[config.mk]
export PLATFORM = sky130hd
export DESIGN_NAME = multicycle_control_flat
export DESIGN_NICKNAME = d
export VERILOG_FILES = /design/src/rtl/multicycle_control_if.sv /design/src/rtl/multicycle_control.sv /design/src/flat_wrapper.sv
export SDC_FILE = /design/constraint.sdc
export NUM_CORES = 1
export LEC_CHECK = 0
export CORE_MARGIN = 3
export CORE_UTILIZATION = 45
export DETAILED_ROUTE_END_ITERATION = 8
export PLACE_DENSITY_LB_ADDON = 0.2
export REMOVE_ABC_BUFFERS = 1
export SLEW_MARGIN = 20
export SYNTH_ARGS = -nofsm -noshare
export SYNTH_HDL_FRONTEND = slang
export SYNTH_SLANG_ARGS = --single-unit
[constraint.sdc]
create_clock -name clk -period 5.4 [get_ports clk]
set_input_delay 0.81 -clock clk [delete_from_list [all_inputs] [get_ports clk]]
set_output_delay 0.81 -clock clk [all_outputs]
set_load 0.01 [all_outputs]
[src/rtl/multicycle_control_if.sv]
// Control-unit bundle: memory handshake, fetched instruction, ALU flag in; datapath controls out.
// slave is the control unit's view, master is the datapath/memory side.
interface multicycle_control_if #(
    parameter int REG_ADDR_WIDTH = 5,
    parameter int ALU_OP_WIDTH   = 3
);
    logic [31:0]               instr_in;
    logic                      mem_ready;
    logic                      alu_zero;
    logic                      mem_read;
    logic                      mem_write;
    logic                      i_or_d;
    logic                      ir_write;
    logic                      pc_write;
    logic [1:0]                pc_src;
    logic                      pc_load;
    logic                      reg_write;
    logic                      mem_to_reg;
    logic                      alu_src;
    logic [ALU_OP_WIDTH-1:0]   alu_op;
    logic [REG_ADDR_WIDTH-1:0] addr_a;
    logic [REG_ADDR_WIDTH-1:0] addr_b;
    logic [REG_ADDR_WIDTH-1:0] addr_in;
    logic [REG_ADDR_WIDTH-1:0] shamt;
    logic [15:0]               imm16;
    logic [25:0]               addr26;
    logic                      is_branch;
    logic                      is_jump;
    logic                      fault;
    logic [2:0]                state;

    modport slave (
        input  instr_in, mem_ready, alu_zero,
        output mem_read, mem_write, i_or_d, ir_write, pc_write, pc_src, pc_load,
               reg_write, mem_to_reg, alu_src, alu_op, addr_a, addr_b, addr_in,
               shamt, imm16, addr26, is_branch, is_jump, fault, state
    );

    modport master (
        output instr_in, mem_ready, alu_zero,
        input  mem_read, mem_write, i_or_d, ir_write, pc_write, pc_src, pc_load,
               reg_write, mem_to_reg, alu_src, alu_op, addr_a, addr_b, addr_in,
               shamt, imm16, addr26, is_branch, is_jump, fault, state
    );
endinterface

[src/rtl/multicycle_control.sv]
// Multicycle FETCH/DECODE/EXEC/MEM/WB control unit; 3-5 cycles per instruction with mem_ready high.
// Stalls in FETCH/MEM while mem_ready is low; traps after WAIT_LIMIT consecutive stall cycles.
module multicycle_control #(
    parameter int REG_ADDR_WIDTH = 5,
    parameter int ALU_OP_WIDTH   = 3,
    parameter int LINK_REG       = 31,
    parameter int WAIT_LIMIT     = 15
) (
    input logic                clk,
    input logic                reset,
    multicycle_control_if.slave bus
);
    localparam int CW = $clog2(WAIT_LIMIT + 1);

    localparam logic [2:0] S_FETCH  = 3'd0;
    localparam logic [2:0] S_DECODE = 3'd1;
    localparam logic [2:0] S_EXEC   = 3'd2;
    localparam logic [2:0] S_MEM    = 3'd3;
    localparam logic [2:0] S_WB     = 3'd4;
    localparam logic [2:0] S_TRAP   = 3'd5;

    localparam logic [ALU_OP_WIDTH-1:0] OP_ADD = ALU_OP_WIDTH'(0);
    localparam logic [ALU_OP_WIDTH-1:0] OP_SUB = ALU_OP_WIDTH'(1);
    localparam logic [ALU_OP_WIDTH-1:0] OP_AND = ALU_OP_WIDTH'(2);
    localparam logic [ALU_OP_WIDTH-1:0] OP_OR  = ALU_OP_WIDTH'(3);
    localparam logic [ALU_OP_WIDTH-1:0] OP_NOR = ALU_OP_WIDTH'(4);
    localparam logic [ALU_OP_WIDTH-1:0] OP_SLT = ALU_OP_WIDTH'(5);
    localparam logic [ALU_OP_WIDTH-1:0] OP_SLL = ALU_OP_WIDTH'(6);
    localparam logic [ALU_OP_WIDTH-1:0] OP_SRL = ALU_OP_WIDTH'(7);

    localparam logic [5:0] OPC_RTYPE = 6'h00;
    localparam logic [5:0] OPC_J     = 6'h02;
    localparam logic [5:0] OPC_JAL   = 6'h03;
    localparam logic [5:0] OPC_BEQ   = 6'h04;
    localparam logic [5:0] OPC_BNE   = 6'h05;
    localparam logic [5:0] OPC_ADDI  = 6'h08;
    localparam logic [5:0] OPC_ANDI  = 6'h0C;
    localparam logic [5:0] OPC_ORI   = 6'h0D;
    localparam logic [5:0] OPC_LW    = 6'h23;
    localparam logic [5:0] OPC_SW    = 6'h2B;

    localparam logic [5:0] FN_SLL = 6'h00;
    localparam logic [5:0] FN_SRL = 6'h02;
    localparam logic [5:0] FN_JR  = 6'h08;
    localparam logic [5:0] FN_ADD = 6'h20;
    localparam logic [5:0] FN_SUB = 6'h22;
    localparam logic [5:0] FN_AND = 6'h24;
    localparam logic [5:0] FN_OR  = 6'h25;
    localparam logic [5:0] FN_NOR = 6'h27;
    localparam logic [5:0] FN_SLT = 6'h2A;

    logic [2:0]    state_q, state_d;
    logic [31:0]   ir_q, ir_d;
    logic [CW-1:0] wait_cnt_q, wait_cnt_d, wait_inc;
    logic          fault_q, fault_d;

    logic [5:0] opcode, funct;
    logic       is_rtype, is_jr, is_lw, is_sw, is_beq, is_bne, is_j, is_jal, taken;
    logic       legal, rtype_legal, exec_src;
    logic [ALU_OP_WIDTH-1:0] exec_op, rtype_op;

    assign opcode   = ir_q[31:26];
    assign funct    = ir_q[5:0];
    assign is_rtype = (opcode == OPC_RTYPE);
    assign is_jr    = is_rtype && (funct == FN_JR);
    assign is_lw    = (opcode == OPC_LW);
    assign is_sw    = (opcode == OPC_SW);
    assign is_beq   = (opcode == OPC_BEQ);
    assign is_bne   = (opcode == OPC_BNE);
    assign is_j     = (opcode == OPC_J);
    assign is_jal   = (opcode == OPC_JAL);
    assign taken    = (is_beq && bus.alu_zero) || (is_bne && !bus.alu_zero);

    assign bus.addr_a    = REG_ADDR_WIDTH'(ir_q[25:21]);
    assign bus.addr_b    = REG_ADDR_WIDTH'(ir_q[20:16]);
    assign bus.shamt     = REG_ADDR_WIDTH'(ir_q[10:6]);
    assign bus.imm16     = ir_q[15:0];
    assign bus.addr26    = ir_q[25:0];
    assign bus.addr_in   = is_jal   ? REG_ADDR_WIDTH'(LINK_REG) :
                           is_rtype ? REG_ADDR_WIDTH'(ir_q[15:11]) :
                                      REG_ADDR_WIDTH'(ir_q[20:16]);
    assign bus.is_branch = is_beq || is_bne;
    assign bus.is_jump   = is_j || is_jal || is_jr;
    assign bus.fault     = fault_q;
    assign bus.state     = state_q;

    always_comb begin
        rtype_op    = OP_ADD;
        rtype_legal = 1'b1;
        case (funct)
            FN_ADD:  rtype_op = OP_ADD;
            FN_SUB:  rtype_op = OP_SUB;
            FN_AND:  rtype_op = OP_AND;
            FN_OR:   rtype_op = OP_OR;
            FN_NOR:  rtype_op = OP_NOR;
            FN_SLT:  rtype_op = OP_SLT;
            FN_SLL:  rtype_op = OP_SLL;
            FN_SRL:  rtype_op = OP_SRL;
            FN_JR:   rtype_op = OP_ADD;
            default: rtype_legal = 1'b0;
        endcase

        exec_op  = OP_ADD;
        exec_src = 1'b0;
        legal    = 1'b1;
        case (opcode)
            OPC_RTYPE: begin
                exec_op = rtype_op;
                legal   = rtype_legal;
            end
            OPC_ADDI, OPC_LW, OPC_SW: exec_src = 1'b1;
            OPC_ANDI: begin exec_op = OP_AND; exec_src = 1'b1; end
            OPC_ORI:  begin exec_op = OP_OR;  exec_src = 1'b1; end
            OPC_BEQ, OPC_BNE: exec_op = OP_SUB;
            OPC_J, OPC_JAL: ;
            default: legal = 1'b0;
        endcase
    end

    always_comb begin
        state_d    = state_q;
        ir_d       = ir_q;
        wait_cnt_d = wait_cnt_q;
        wait_inc   = wait_cnt_q + CW'(1);

        bus.mem_read   = 1'b0;
        bus.mem_write  = 1'b0;
        bus.i_or_d     = 1'b0;
        bus.ir_write   = 1'b0;
        bus.pc_write   = 1'b0;
        bus.pc_src     = 2'd0;
        bus.pc_load    = 1'b0;
        bus.reg_write  = 1'b0;
        bus.mem_to_reg = 1'b0;
        bus.alu_src    = 1'b0;
        bus.alu_op     = OP_ADD;

        case (state_q)
            S_FETCH: begin
                bus.mem_read = 1'b1;
                if (bus.mem_ready) begin
                    bus.ir_write = 1'b1;
                    bus.pc_write = 1'b1;
                    ir_d         = bus.instr_in;
                    wait_cnt_d   = '0;
                    state_d      = S_DECODE;
                end else begin
                    wait_cnt_d = wait_inc;
                    if (wait_inc == CW'(WAIT_LIMIT)) state_d = S_TRAP;
                end
            end
            S_DECODE: state_d = legal ? S_EXEC : S_TRAP;
            S_EXEC: begin
                bus.alu_op  = exec_op;
                bus.alu_src = exec_src;
                state_d     = S_WB;
                if (is_lw || is_sw) begin
                    state_d = S_MEM;
                end else if (is_beq || is_bne) begin
                    bus.pc_load = taken;
                    bus.pc_src  = taken ? 2'd1 : 2'd0;
                    state_d     = S_FETCH;
                end else if (is_j || is_jal) begin
                    bus.pc_load = 1'b1;
                    bus.pc_src  = 2'd2;
                    state_d     = is_jal ? S_WB : S_FETCH;
                end else if (is_jr) begin
                    bus.pc_load = 1'b1;
                    bus.pc_src  = 2'd3;
                    state_d     = S_FETCH;
                end
            end
            S_MEM: begin
                bus.i_or_d    = 1'b1;
                bus.mem_read  = is_lw;
                bus.mem_write = is_sw;
                if (bus.mem_ready) begin
                    wait_cnt_d = '0;
                    state_d    = is_lw ? S_WB : S_FETCH;
                end else begin
                    wait_cnt_d = wait_inc;
                    if (wait_inc == CW'(WAIT_LIMIT)) state_d = S_TRAP;
                end
            end
            S_WB: begin
                bus.reg_write  = 1'b1;
                bus.mem_to_reg = is_lw;
                state_d        = S_FETCH;
            end
            S_TRAP: ;
            default: state_d = S_TRAP;
        endcase

        // Each FETCH/MEM visit gets a fresh stall budget.
        if ((state_d == S_FETCH || state_d == S_MEM) && (state_d != state_q))
            wait_cnt_d = '0;

        fault_d = fault_q || (state_d == S_TRAP);

        // A reset cycle must not commit any architectural write, even mid-access.
        if (reset) begin
            bus.mem_write = 1'b0;
            bus.reg_write = 1'b0;
            bus.pc_load   = 1'b0;
            bus.pc_write  = 1'b0;
            bus.ir_write  = 1'b0;
        end
    end

    always_ff @(posedge clk) begin
        if (reset) begin
            state_q    <= S_FETCH;
            ir_q       <= '0;
            wait_cnt_q <= '0;
            fault_q    <= 1'b0;
        end else begin
            state_q    <= state_d;
            ir_q       <= ir_d;
            wait_cnt_q <= wait_cnt_d;
            fault_q    <= fault_d;
        end
    end
endmodule
[src/flat_wrapper.sv]
// flat-port wrapper written by rule: the top's interface ports become plain ports
module multicycle_control_flat 
#(
    parameter int REG_ADDR_WIDTH = 5,
    parameter int ALU_OP_WIDTH   = 3,
    parameter int LINK_REG       = 31,
    parameter int WAIT_LIMIT     = 15
)
  (clk, reset, bus_instr_in, bus_mem_ready, bus_alu_zero, bus_mem_read, bus_mem_write, bus_i_or_d, bus_ir_write, bus_pc_write, bus_pc_src, bus_pc_load, bus_reg_write, bus_mem_to_reg, bus_alu_src, bus_alu_op, bus_addr_a, bus_addr_b, bus_addr_in, bus_shamt, bus_imm16, bus_addr26, bus_is_branch, bus_is_jump, bus_fault, bus_state);
  multicycle_control_if #(.REG_ADDR_WIDTH(REG_ADDR_WIDTH), .ALU_OP_WIDTH(ALU_OP_WIDTH)) bus_i ();
  input logic clk;
  input logic reset;
  input wire logic [$bits(bus_i.instr_in)-1:0] bus_instr_in;
  input wire logic [$bits(bus_i.mem_ready)-1:0] bus_mem_ready;
  input wire logic [$bits(bus_i.alu_zero)-1:0] bus_alu_zero;
  output wire logic [$bits(bus_i.mem_read)-1:0] bus_mem_read;
  output wire logic [$bits(bus_i.mem_write)-1:0] bus_mem_write;
  output wire logic [$bits(bus_i.i_or_d)-1:0] bus_i_or_d;
  output wire logic [$bits(bus_i.ir_write)-1:0] bus_ir_write;
  output wire logic [$bits(bus_i.pc_write)-1:0] bus_pc_write;
  output wire logic [$bits(bus_i.pc_src)-1:0] bus_pc_src;
  output wire logic [$bits(bus_i.pc_load)-1:0] bus_pc_load;
  output wire logic [$bits(bus_i.reg_write)-1:0] bus_reg_write;
  output wire logic [$bits(bus_i.mem_to_reg)-1:0] bus_mem_to_reg;
  output wire logic [$bits(bus_i.alu_src)-1:0] bus_alu_src;
  output wire logic [$bits(bus_i.alu_op)-1:0] bus_alu_op;
  output wire logic [$bits(bus_i.addr_a)-1:0] bus_addr_a;
  output wire logic [$bits(bus_i.addr_b)-1:0] bus_addr_b;
  output wire logic [$bits(bus_i.addr_in)-1:0] bus_addr_in;
  output wire logic [$bits(bus_i.shamt)-1:0] bus_shamt;
  output wire logic [$bits(bus_i.imm16)-1:0] bus_imm16;
  output wire logic [$bits(bus_i.addr26)-1:0] bus_addr26;
  output wire logic [$bits(bus_i.is_branch)-1:0] bus_is_branch;
  output wire logic [$bits(bus_i.is_jump)-1:0] bus_is_jump;
  output wire logic [$bits(bus_i.fault)-1:0] bus_fault;
  output wire logic [$bits(bus_i.state)-1:0] bus_state;
  assign bus_i.instr_in = bus_instr_in;
  assign bus_i.mem_ready = bus_mem_ready;
  assign bus_i.alu_zero = bus_alu_zero;
  assign bus_mem_read = bus_i.mem_read;
  assign bus_mem_write = bus_i.mem_write;
  assign bus_i_or_d = bus_i.i_or_d;
  assign bus_ir_write = bus_i.ir_write;
  assign bus_pc_write = bus_i.pc_write;
  assign bus_pc_src = bus_i.pc_src;
  assign bus_pc_load = bus_i.pc_load;
  assign bus_reg_write = bus_i.reg_write;
  assign bus_mem_to_reg = bus_i.mem_to_reg;
  assign bus_alu_src = bus_i.alu_src;
  assign bus_alu_op = bus_i.alu_op;
  assign bus_addr_a = bus_i.addr_a;
  assign bus_addr_b = bus_i.addr_b;
  assign bus_addr_in = bus_i.addr_in;
  assign bus_shamt = bus_i.shamt;
  assign bus_imm16 = bus_i.imm16;
  assign bus_addr26 = bus_i.addr26;
  assign bus_is_branch = bus_i.is_branch;
  assign bus_is_jump = bus_i.is_jump;
  assign bus_fault = bus_i.fault;
  assign bus_state = bus_i.state;
  multicycle_control #(.REG_ADDR_WIDTH(REG_ADDR_WIDTH), .ALU_OP_WIDTH(ALU_OP_WIDTH), .LINK_REG(LINK_REG), .WAIT_LIMIT(WAIT_LIMIT)) u_core (.clk(clk), .reset(reset), .bus(bus_i));
endmodule
# After elaboration in Yosys (flattened, before gate mapping)
# Cells that the tools add are included.
word_totals:
  reg_bits: 40
  in_bits: 36
  out_inout_bits: 82
classes:
  n_addsub: 1
  n_eq_ne: 26
  muxes: 43
  n_reduce_logical: 23
op_table:
  columns: ["cell", "n"]
  rows:
  - ["== test 6 bit (second input constant)", 8]
  - ["2-to-1 mux 3 bit", 11]
  - ["== test 6 x 4 -> 1 bit (second input constant)", 4]
  - ["one-hot mux 3 bit (7 select lines)", 1]
  - ["2-to-1 mux 1 bit", 19]
  - ["== test 6 x 2 -> 1 bit (second input constant)", 3]
  - ["one-hot mux 3 bit (6 select lines)", 1]
  - ["OR reduction 9 bit", 2]
  - ["== test 6 x 3 -> 1 bit (second input constant)", 2]
  - ["zero test 6 bit", 2]
  - ["one-hot mux 3 bit (4 select lines)", 1]
  - ["2-to-1 mux 2 bit", 5]
  - ["2-to-1 mux 5 bit", 2]
  - ["== test 3 x 2 -> 1 bit (second input constant)", 3]
  - ["== test 3 bit (second input constant)", 3]
  - ["logical OR 1 bit", 7]
  - ["zero test 3 bit", 2]
  - ["OR reduction 2 bit", 3]
  - ["OR reduction 5 bit", 1]
  - ["adder 4 x 1 -> 4 bit (second input constant)", 1]
  - ["== test 4 bit (second input constant)", 1]
  - ["logical AND 1 bit", 4]
  - ["2-to-1 mux 4 bit", 1]
  - ["one-hot mux 1 bit (2 select lines)", 2]
  - ["other kinds (4)", 4]

# Depth between registers and ports, before layout
logic_depth:
  depth_word: 11
  ltp_mapped: 8
  mapped_depth_nobuf: 8

# Worst setup path before layout
# OpenSTA, ideal clock, no wires.
synth_timing:
  path_type: "in2out"
  from: "in bus_mem_ready"
  to: "out bus_pc_write"
  t_arrival_ns: 2.276
  setup_slack_ns: 2.314
  stages: 7
  path_cell_list: "clkbuf_1 -> inv_1 -> or3_1 -> clkbuf_1 -> clkbuf_1 -> nor2_1 -> buf_4"
synth_via:
  elab_chain_len: 3
synth_rtl:
  columns: ["item", "line_no", "text"]
  rows:
  - ["start: declaration", "flat_wrapper.sv:14", "input wire logic [$bits(bus_i.mem_ready)-1:0] bus_mem_ready;"]
  - ["2-to-1 mux 1 bit (3 in series)", null, null]
  - ["end: declaration", "flat_wrapper.sv:20", "output wire logic [$bits(bus_i.pc_write)-1:0] bus_pc_write;"]
# No other way between the ends.

# Worst setup path after layout
layout_timing:
  from: "reg u_core.ir_q[29]"
  to: "out bus_pc_src[0]"
layout_via:
  elab_chain_len: 7
  word_cells_on_any_way: 20
  classes_between: "eq/ne (6); mux (6); reduce/logical (8)"
layout_rtl:
  columns: ["item", "line_no", "text"]
  rows:
  - ["start: declaration", "multicycle_control.sv:53", "logic [31:0] ir_q, ir_d;"]
  - ["start signal: assignment", "multicycle_control.sv:218", "ir_q <= ir_d;"]
  - ["zero test 6 bit (tied with other cells)", "multicycle_control.sv:64", "assign is_rtype = (opcode == OPC_RTYPE);"]
  - ["logical AND 1 bit (on tied branches)", "multicycle_control.sv:65, multicycle_control.sv:72", null]
  - ["2-to-1 mux 2 bit / logical OR 1 bit (equally long branches)", "multicycle_control.sv:167, multicycle_control.sv:72", null]
  - ["2-to-1 mux 2 bit / 2-to-1 mux 1 bit (equally long branches)", "multicycle_control.sv:163, multicycle_control.sv:161", null]
  - ["2-to-1 mux 2 bit", "multicycle_control.sv:159", "end else if (is_beq || is_bne) begin"]
  - ["2-to-1 mux 2 bit *", "multicycle_control.sv:157", "if (is_lw || is_sw) begin"]
  - ["2-to-1 mux 2 bit *", "multicycle_control.sv:138", "case (state_q)"]
  - ["end: declaration", "flat_wrapper.sv:21", "output wire logic [$bits(bus_i.pc_src)-1:0] bus_pc_src;"]
# Every way passes the cells marked *; elsewhere a longest branch is shown, timed or not.

==> flow_metrics.env <==
export IMPL_outcome="finished, final reports clean"
export IMPL_clock_sinks=40
export IMPL_clk_pin_slew_ns=0.08
export IMPL_ys_flop_type="dfxtp_1"
export IMPL_instances_no_fill=489
export IMPL_finalHoldViolCount=0
export IMPL_firstDrtPassIters=4
export IMPL_route_detailed_drc=0
export IMPL_max_stage_delay_ns=0.74
export IMPL_dpl_cell_count=481
export IMPL_nets=454
export IMPL_clk_path_buf_depth=2
export IMPL_ctsRootBufferMaster="clkbuf_8"
export IMPL_cp_slowest_cell="or4_1"
export IMPL_layout_drive_gt1_share_pct=4.32
export IMPL_p_leak_nw=1.25
export IMPL_via_per_inst=5.27
export IMPL_design_die_area_um2=6780
export IMPL_worst_pin_slew_ns=1.13
export IMPL_clk_latency_ns=0.29
export IMPL_post_cts_setup_buffers=0
export IMPL_cts_tree="built"
export IMPL_cp_arrival_ns=3.21
export IMPL_htree_levels=2
export IMPL_setup_viol=0
export IMPL_ios=118
export IMPL_syn2layout_area_growth_pct=33.6
export IMPL_cts_made_buffers=5
export IMPL_globalRouteOverflowTotal=0
export IMPL_gp_congestion=0.911
export IMPL_fin_skew_ns=0.00658
export IMPL_maxSlewViolCount=0
export IMPL_finalWirelength_um=6950
export IMPL_critPathLaunchType="flop"
export IMPL_chipHeight_um=82.3
export IMPL_antenna_found_initial=0
export IMPL_n_antenna_cell=0
export IMPL_start_util_pct=47.0
export IMPL_die_w_um=82.3
export IMPL_wl_per_cell_um=14.2
export IMPL_core_um2=5570
export IMPL_grt_max_degree=33
export IMPL_place_hpwl_um=5080
export IMPL_worstPathMaxFanout=12
export IMPL_path_common_cell="or4_1"
export IMPL_grt_pass1_vias=2328
export IMPL_worstSetupEndpointType="output pin"
export IMPL_drt_iter0_drc=114
export IMPL_cts_repair_resized=0
export IMPL_grt_use_total_pct=20.8
export IMPL_hp_class="reg2reg"
export IMPL_cp_required_ns=4.59
export IMPL_crit_chain="or4_1 > or4_4 > or4_1 > a21oi_1 > clkdlybuf4s50_1"
export IMPL_min_period_ns=4.02
export IMPL_rsz0062_at_grt="false"
export IMPL_syn_area_per_cell_um2=7.10
export IMPL_io_buffers=117
export IMPL_power_density_nw_per_um2=346
export IMPL_fmax_mhz=249
export IMPL_synth_edff_count=0
export IMPL_maxCapViolations=0
export IMPL_synth_seq_cells=40
export IMPL_criticalPathCategory="reg2out"
export IMPL_row_count=27
export IMPL_vias=2576
export IMPL_async_flop_share_pct=0
export IMPL_max_slew_margin_pct=24.5
export IMPL_vdd_drop_max_mv=0.187
export IMPL_setup_tns_ns=0
export IMPL_ys_seq_area_share_pct=30.5
export IMPL_syn_inst=369
export IMPL_grt_pass1_wl_um=11100
export IMPL_finalCritPeriodShare_pct=74.5
export IMPL_detail_route_antenna_nets=0
export IMPL_yosys_warnings=0
export IMPL_yosysUniqueCellTypes=47
export IMPL_hold_buffers=0
export IMPL_netlist_area_um2=2620
==> final cells by class <==
class / count / area, um2
inverters: 17 / 63.8
multi-input cells: 232 / 1240
flip-flops and latches: 40 / 801
clock inverters: 3 / 42.5
well taps: 72 / 90.1
clock buffers: 5 / 68.8
fillers: 510 / 2070
repair buffers: 120 / 1190
==> through the flow <==
step / hold WS [ns] / area, um2 / util, % / total power, mW / setup WS (ns)
global route: 0.505 / 3500 / 62.8 / 1.29 / 1.26
detailed placement: 0.470 / 3390 / 60.8 / 0.974 / 1.66
CTS: 0.479 / 3500 / 62.8 / 1.22 / 1.38
finish: 0.473 / 3500 / 62.8 / 1.21 / 1.38
global placement: 0.454 / 3390 / 60.8 / 0.969 / 1.71
floorplan: 0.472 / 2100 / - / 0.684 / 2.35
==> kinds of logic (layout without fill, tap and decap cells) <==
family / count (synthesis) / in the layout / synth area share [%]
muxes: 1 / 1 / 0.382
xor gates and xnor gates: 2 / 2 / 0.668
buffers and inverters: 97 / 145 / 22.2
AOI/OAI and AO/OA: 91 / 91 / 21.8
adders and majority gates: 2 / 2 / 0.955
DFF: 40 / 40 / 30.5
and+or+nand+nor: 136 / 136 / 23.4
==> flip-flops by register name, indices dropped and copies added (netlist names) <==
signal / count
u_core.wait_cnt_q: 4
u_core.ir_q: 32
u_core.bus.state: 3
u_core.bus.fault: 1
==> where the power goes <==
| part | switching, mW | total, mW | internal (mW) |
|---|---|---|---|
| clock network | 0.105 | 0.242 | 0.137 |
| registers | 0.0727 | 0.411 | 0.338 |
| logic | 0.268 | 0.558 | 0.289 |
==> layer usage <==
metal / wire length [um] / part of all wire, % / GRT usage (%) / vias up
li1: - / - / - / 1286
met1: 2970 / 43 / 27.2 / 1189
met2: 3330 / 48 / 33.7 / 95
met3: 581 / 8.4 / 6.29 / 6
met4: 60 / 0.86 / 4.49 / 0
met5: 0 / 0 / 0 / -
==> final timing paths <==
kind | start | endpoint | slack, ns | cells after the start
worst min register to register | u_core.bus.fault | u_core.bus.fault | 0.47 | 2
worst min-delay path | u_core.bus.fault | u_core.bus.fault | 0.47 | 2
worst max-delay path | u_core.ir_q[29] | bus_pc_src[0] | 1.38 | 5
worst max register to register | u_core.ir_q[29] | u_core.wait_cnt_q[2] | 2.84 | 6
==> critical path: cells and delay by family (launching register included) <==
family / cells / cell delay, ns
buffers and inverters: 1 / 0.56
and+or+nand+nor: 3 / 1.78
AOI/OAI and AO/OA: 1 / 0.16
DFF: 1 / 0.43
==> cells in the mapped netlist, drive strengths merged (2+ instances only) <==
master / count / area share (%)
a211oi: 5 / 1.9
a21o: 2 / 0.57
a21oi: 50 / 9.5
a311oi: 2 / 0.91
a31oi: 4 / 0.95
and2: 2 / 0.48
buf: 60 / 17
clkbuf: 20 / 2.9
dfxtp: 40 / 31
ha: 2 / 0.95
inv: 17 / 2.4
nand2: 75 / 11
nand2b: 3 / 0.72
nand3: 4 / 0.76
nor2: 17 / 2.4
nor3: 18 / 3.4
nor4: 2 / 0.48
o211ai: 2 / 0.57
o21ai: 10 / 1.9
o22a: 5 / 1.7
o31a: 2 / 0.67
or2: 2 / 0.48
or3: 3 / 0.72
or4: 5 / 1.6
==> cells in the final DEF, fill, tap and decap left out, drive strengths merged, types with 2 or more instances in the layout <==
cell | synthesis | layout
o21ai | 10 | 10
a31oi | 4 | 4
nand2 | 75 | 75
inv | 17 | 17
and2 | 2 | 2
a21o | 2 | 2
o31a | 2 | 2
o211ai | 2 | 2
a21oi | 50 | 50
clkdlybuf4s50 | 0 | 117
a211oi | 5 | 5
a311oi | 2 | 2
or4 | 5 | 5
buf | 60 | 3
dfxtp | 40 | 40
nand2b | 3 | 3
or2 | 2 | 2
clkbuf | 20 | 5
or3 | 3 | 3
nor2 | 17 | 17
o22a | 5 | 5
nor4 | 2 | 2
ha | 2 | 2
nor3 | 18 | 18
nand3 | 4 | 4
Power figures use the tool's default switching activity.
